==> config.mk <==
export PLATFORM = sky130hd
export DESIGN_NAME = simpleadder_host_flat
export DESIGN_NICKNAME = d
export VERILOG_FILES = /design/src/rtl/simpleadder_pkg.sv /design/src/rtl/simpleadder_host_if.sv /design/src/rtl/simpleadder_host.sv /design/src/flat_wrapper.sv
export SDC_FILE = /design/constraint.sdc
export NUM_CORES = 1
export LEC_CHECK = 0
export BUFFER_PORTS_ARGS = -buffer_cell sky130_fd_sc_hd__buf_2
export CORE_MARGIN = 2
export CORE_UTILIZATION = 50
export CTS_CLUSTER_SIZE = 10
export DETAILED_ROUTE_END_ITERATION = 12
export GPL_TIMING_DRIVEN = 0
export PLACE_DENSITY_LB_ADDON = 0.15
export SLEW_MARGIN = 20
export SYNTH_ARGS = -nofsm -noshare
export SYNTH_HDL_FRONTEND = slang
export SYNTH_SLANG_ARGS = --single-unit
==> constraint.sdc <==
create_clock -name clk -period 2.1 [get_ports clk]
set_input_delay 0.315 -clock clk [delete_from_list [all_inputs] [get_ports clk]]
set_output_delay 0.315 -clock clk [all_outputs]
set_load 0.05 [all_outputs]
==> src/rtl/simpleadder_pkg.sv <==
// Shared types and constants for the simpleadder host.
// Operand/result widths, FSM state encoding and the default WAIT timeout.
package simpleadder_pkg;

    localparam int OPW                = 2;
    localparam int RESW               = 3;
    localparam int TIMEOUT_CYCLES_DEF = 8;

    typedef enum logic [2:0] {
        IDLE,
        SEND0,
        SEND1,
        WAIT,
        RECV1,
        RECV2,
        HOLD
    } state_t;

endpackage

==> src/rtl/simpleadder_host_if.sv <==
// Operand-in / result-out handshake bundle between a client and the host.
// master drives operands and res_ready; slave (the host) drives the rest.
interface simpleadder_host_if;
    import simpleadder_pkg::*;

    logic            in_valid;
    logic            in_ready;
    logic [OPW-1:0]  in_a;
    logic [OPW-1:0]  in_b;
    logic            res_valid;
    logic            res_ready;
    logic [RESW-1:0] res_data;
    logic            res_err;

    modport master (
        output in_valid, in_a, in_b, res_ready,
        input  in_ready, res_valid, res_data, res_err
    );

    modport slave (
        input  in_valid, in_a, in_b, res_ready,
        output in_ready, res_valid, res_data, res_err
    );

endinterface

==> src/rtl/simpleadder_host.sv <==
// Serialises an operand pair MSB-first to simpleadder and collects its 3-bit serial sum.
// Latency: accept cycle to res_valid is 7 cycles against simpleadder (11 on timeout).
// Backpressure: in_ready only in IDLE; the result is held in HOLD until res_ready.
module simpleadder_host
    import simpleadder_pkg::*;
#(
    parameter int TIMEOUT_CYCLES = TIMEOUT_CYCLES_DEF
) (
    input  logic                clk,
    input  logic                rst_n,
    simpleadder_host_if.slave   hif,
    output logic                en_o,
    output logic                ina_o,
    output logic                inb_o,
    input  logic                en_i,
    input  logic                outp_i
);

    localparam int CW = $clog2(TIMEOUT_CYCLES + 1);
    localparam logic [CW-1:0] TMO_LAST = CW'(TIMEOUT_CYCLES - 1);

    state_t          state;
    logic            a_lsb;
    logic            b_lsb;
    logic [CW-1:0]   tmo_cnt;
    logic            in_ready_q;
    logic            res_valid_q;
    logic [RESW-1:0] res_data_q;
    logic            res_err_q;

    assign hif.in_ready  = in_ready_q;
    assign hif.res_valid = res_valid_q;
    assign hif.res_data  = res_data_q;
    assign hif.res_err   = res_err_q;

    always_ff @(posedge clk or negedge rst_n) begin
        if (!rst_n) begin
            state       <= IDLE;
            a_lsb       <= 1'b0;
            b_lsb       <= 1'b0;
            tmo_cnt     <= '0;
            in_ready_q  <= 1'b0;
            res_valid_q <= 1'b0;
            res_data_q  <= '0;
            res_err_q   <= 1'b0;
            en_o        <= 1'b0;
            ina_o       <= 1'b0;
            inb_o       <= 1'b0;
        end else begin
            case (state)
                IDLE: begin
                    if (in_ready_q && hif.in_valid) begin
                        // MSBs go straight to the wire; only the LSBs need keeping
                        a_lsb      <= hif.in_a[0];
                        b_lsb      <= hif.in_b[0];
                        en_o       <= 1'b1;
                        ina_o      <= hif.in_a[OPW-1];
                        inb_o      <= hif.in_b[OPW-1];
                        in_ready_q <= 1'b0;
                        state      <= SEND0;
                    end else begin
                        in_ready_q <= 1'b1;
                    end
                end
                SEND0: begin
                    en_o  <= 1'b0;
                    ina_o <= a_lsb;
                    inb_o <= b_lsb;
                    state <= SEND1;
                end
                SEND1: begin
                    ina_o   <= 1'b0;
                    inb_o   <= 1'b0;
                    tmo_cnt <= '0;
                    state   <= WAIT;
                end
                WAIT: begin
                    if (en_i) begin
                        res_data_q[2] <= outp_i;
                        state         <= RECV1;
                    end else if (tmo_cnt == TMO_LAST) begin
                        res_data_q  <= '0;
                        res_err_q   <= 1'b1;
                        res_valid_q <= 1'b1;
                        state       <= HOLD;
                    end else begin
                        tmo_cnt <= tmo_cnt + 1'b1;
                    end
                end
                RECV1: begin
                    res_data_q[1] <= outp_i;
                    state         <= RECV2;
                end
                RECV2: begin
                    res_data_q[0] <= outp_i;
                    res_err_q     <= 1'b0;
                    res_valid_q   <= 1'b1;
                    state         <= HOLD;
                end
                HOLD: begin
                    if (hif.res_ready) begin
                        res_valid_q <= 1'b0;
                        in_ready_q  <= 1'b1;
                        state       <= IDLE;
                    end
                end
                default: state <= IDLE;
            endcase
        end
    end

endmodule

==> src/flat_wrapper.sv <==
// flat-port wrapper written by rule: the top's interface ports become plain ports
module simpleadder_host_flat import simpleadder_pkg::*;
#(
    parameter int TIMEOUT_CYCLES = TIMEOUT_CYCLES_DEF
)
  (clk, rst_n, en_o, ina_o, inb_o, en_i, outp_i, hif_in_valid, hif_in_a, hif_in_b, hif_res_ready, hif_in_ready, hif_res_valid, hif_res_data, hif_res_err);
  simpleadder_host_if hif_i ();
  input  logic clk;
  input  logic rst_n;
  output logic en_o;
  output logic ina_o;
  output logic inb_o;
  input  logic en_i;
  input  logic outp_i;
  input wire logic [$bits(hif_i.in_valid)-1:0] hif_in_valid;
  input wire logic [$bits(hif_i.in_a)-1:0] hif_in_a;
  input wire logic [$bits(hif_i.in_b)-1:0] hif_in_b;
  input wire logic [$bits(hif_i.res_ready)-1:0] hif_res_ready;
  output wire logic [$bits(hif_i.in_ready)-1:0] hif_in_ready;
  output wire logic [$bits(hif_i.res_valid)-1:0] hif_res_valid;
  output wire logic [$bits(hif_i.res_data)-1:0] hif_res_data;
  output wire logic [$bits(hif_i.res_err)-1:0] hif_res_err;
  assign hif_i.in_valid = hif_in_valid;
  assign hif_i.in_a = hif_in_a;
  assign hif_i.in_b = hif_in_b;
  assign hif_i.res_ready = hif_res_ready;
  assign hif_in_ready = hif_i.in_ready;
  assign hif_res_valid = hif_i.res_valid;
  assign hif_res_data = hif_i.res_data;
  assign hif_res_err = hif_i.res_err;
  simpleadder_host #(.TIMEOUT_CYCLES(TIMEOUT_CYCLES)) u_core (.clk(clk), .rst_n(rst_n), .hif(hif_i), .en_o(en_o), .ina_o(ina_o), .inb_o(inb_o), .en_i(en_i), .outp_i(outp_i));
endmodule
==> flow_summary_export.csv <==
group,metric,value,unit
die,ios,19,
die,fp.dieW,47.8,µm
drt,drc,0,
placed_design,place_area,0.00108,mm²
placed_design,dpl.hpwl,1530,µm
drt,wl,2120,µm
synthesis,async_reset_ff_frac,1.00,
sta,fmax,603,MHz
clock_tree,tritoncts_num_sinks,18,
sta,finalWorstSetupSlack,0.442,ns
sta,whs,0.250,ns
sta,timing.final.crit_share,0.790,
synthesis,yosysTopAreaCellShare,0.469,
cells_and_area,drive_above_1_share,0.276,
placed_design,placedCellCount,136,
drt,ant_nets,0,
global_routing,grt_max_degree,19,
clock_tree,root_buffer,"clkbuf_4",
synthesis,yosys_warnings,0,
setup_path,crit_start,"u_core.tmo_cnt[0]$_DFFE_PN0P_",
synthesis,synth-edff-count,0,
synthesis,synthesis.area,961,µm²
clock_tree,cts_tree,"yes",
synthesis,synthTopCellsByCount,"dfrtp_1 (18), nand2_1 (10), a21oi_1 (5), nor2_1 (5), o211ai_1 (5)",
sta,fin_crit,1.66,ns
synthesis,netlist_top_cells_area,"dfrtp_1 (47%), nand2_1 (3.9%), o211ai_1 (3.9%)",
clock_tree,clk_latency,0.29,ns
sta,drv_slew,0,
clock_tree,htree_levels,1,
sta,finalSetupTns,0,ns
drt,first_pass_iters,4,
synthesis,synth_cell_type_count,42,
placed_design,place_ws,0.465,ns
worst_hold_path,worstHoldStart,"hif_in_a[0]",
sta,hold_viol,0,
drt,vias,824,
die,die_area,0.00229,mm²
placed_design,port-buffer-count,18,
sta,tightest_slew,0.417,ns
synthesis,synth_top_area_cell,"dfrtp_1",
run_status,status,"finished, final reports clean",
setup_path,critPathKind,"flip-flop to flip-flop",
drt,post_drt_wl_per_cell,15.1,µm
global_routing,antenna_found_initial,0,
setup_path,worstSetupStartpointType,"flip-flop",
synthesis,synth.most_common_cell,"dfrtp_1",
cells_and_area,nets,128,
setup_path,cp_max_fo,5,
pwr,peakVddDrop,0.000872,V
synthesis,ys_seq_area_frac,0.469,
sta,setup_violations,0,
cells_and_area,n_fill_cell,162,
placed_design,place_congestion,0.801,
cells_and_area,fin_area,0.00113,mm²
global_routing,grt.overflow.total,0,
sta,rsz0062_at_grt,"no",
die,rows,15,
setup_path,critPathCaptureType,"flip-flop",
synthesis,synth_nets,104,
drt,vias_per_cell,5.84,
cells_and_area,n_antenna_cell,0,
setup_path,crit_arrival,1.88,ns
pwr,p_leak,0.525,nW
synthesis,synth.avg_cell_area,10.3,µm²
synthesis,synth_ff_type,"dfrtp_1",
die,core-area,0.00176,mm²
drt,drtIter0Drc,14,
setup_path,reg2regPathDepth,4,
pwr,powerDensity,1530,mW/mm²
clock_tree,numCtsBuffers,3,
global_routing,grt_pass1_wl,3290,µm
setup_path,critPathRequiredTime,2.33,ns
global_routing,grtUsageTotal,0.201,
synthesis,synth_seq_cells,18,
cells_and_area,syn2layout_area_growth,17.4,%
die,start_util,0.545,
worst_hold_path,holdPathStages,2,
clock_tree,clkTransAtPathRegs,0.11,ns
setup_path,timing.rr.start,"u_core.tmo_cnt[0]$_DFFE_PN0P_",
cells_and_area,stdcell_count,141,
run,max_cap_viol_count,0,
sta,fin_skew,0.00465,ns
global_routing,grt_pass1_vias,779,
worst_hold_path,hold_path.class,"primary input to flip-flop",
synthesis,netlist_instances,93,
die,chipHeight,47.8,µm
clock_tree,clockBufferDepth,2,
sta,max_slew_margin,0.722,
[worst paths after layout]
check,end,slack (ns)
setup / recovery,u_core.tmo_cnt[3]$_DFFE_PN0P_,0.44
hold / removal,u_core.a_lsb$_DFFE_PN0P_,0.25
setup reg to reg,u_core.tmo_cnt[3]$_DFFE_PN0P_,0.44
hold reg to reg,u_core.hif.res_err$_DFFE_PN0P_,0.49
max in group asynchronous,u_core.hif.res_err$_DFFE_PN0P_,1.31
min in group asynchronous,u_core.tmo_cnt[2]$_DFFE_PN0P_,0.49
[state kept, by name, indices dropped and copies added, names as in the netlist]
name and count:
u_core.state 3, u_core.a_lsb 1, u_core.hif.in_ready 1, u_core.b_lsb 1, u_core.hif.res_err 1, u_core.hif.res_valid 1, u_core.inb_o 1, u_core.tmo_cnt 4
u_core.hif.res_data 3, u_core.ina_o 1, u_core.en_o 1
[cells by family (layout without fill, tap and decap cells)]
kind of cell               Yosys count  count (layout)  share of synthesized area
AOI/OAI and AO/OA                   26              26                      0.201
adders and majority gates            1               1                     0.0130
buffers and inverters                8              31                     0.0391
DFF                                 18              18                      0.469
muxes                                2               2                     0.0234
and+or+nand+nor                     38              38                      0.255
[cell usage in the layout, fill, tap and decap left out, types with 2 or more instances in the layout]
cell,count
and2_1,2
buf_2,21
nand2_1,10
nand3_1,3
clkbuf_4,3
nand4b_1,2
a21oi_1,5
mux2_2,2
o211ai_1,5
dfrtp_1,18
a221o_1,2
and3_1,2
inv_1,4
nand3b_1,2
nor2_1,5
[area by class of cell]
| class | count | area, µm² | share of cell area |
|---|---|---|---|
| Buffer | 4 | 22.5 | 0.0200 |
| Tap cell | 25 | 31.3 | 0.0277 |
| Timing Repair Buffer | 19 | 100 | 0.0887 |
| Clock buffer | 4 | 36.3 | 0.0322 |
| Sequential cell | 18 | 450 | 0.399 |
| Multi-Input combinational cell | 67 | 473 | 0.419 |
| Inverter | 4 | 15.0 | 0.0133 |
[where the power goes]
part / switching (mW) / internal, mW / total (mW)
clock: 0.111 / 0.105 / 0.216
combinational: 0.554 / 0.325 / 0.879
sequential: 0.147 / 0.483 / 0.630
[worst max-delay path: stages (launching register included)]
cell	delay, ns
dfrtp_1	0.44
ha_1	0.27
and3b_1	0.25
or4b_1	0.51
o21ai_1	0.12
[timing repair]
action                     4_1_cts  5_1_grt
setup buffers                    0        0
gates resized for setup          0        0
hold endpoints to repair        18        0
hold buffers                     1        0
setup endpoints to repair        0        0
[routing by layer]
| layer | track usage | vias up | wire length (µm) |
|---|---|---|---|
| met5 | 0 | - | 0 |
| met4 | 0.0378 | 0 | 6 |
| met3 | 0.0226 | 2 | 67 |
| met2 | 0.320 | 19 | 1040 |
| met1 | 0.297 | 407 | 1010 |
| li1 | - | 396 | - |
[stage by stage]
step / power [mW] / utilization
detailed placement: 1.51 / 0.613
CTS: 1.73 / 0.640
global placement: 1.48 / 0.613
finish: 1.72 / 0.640
floorplan: 1.30 / -
global route: 1.83 / 0.640
No activity file was read; power rests on OpenSTA's default activity.
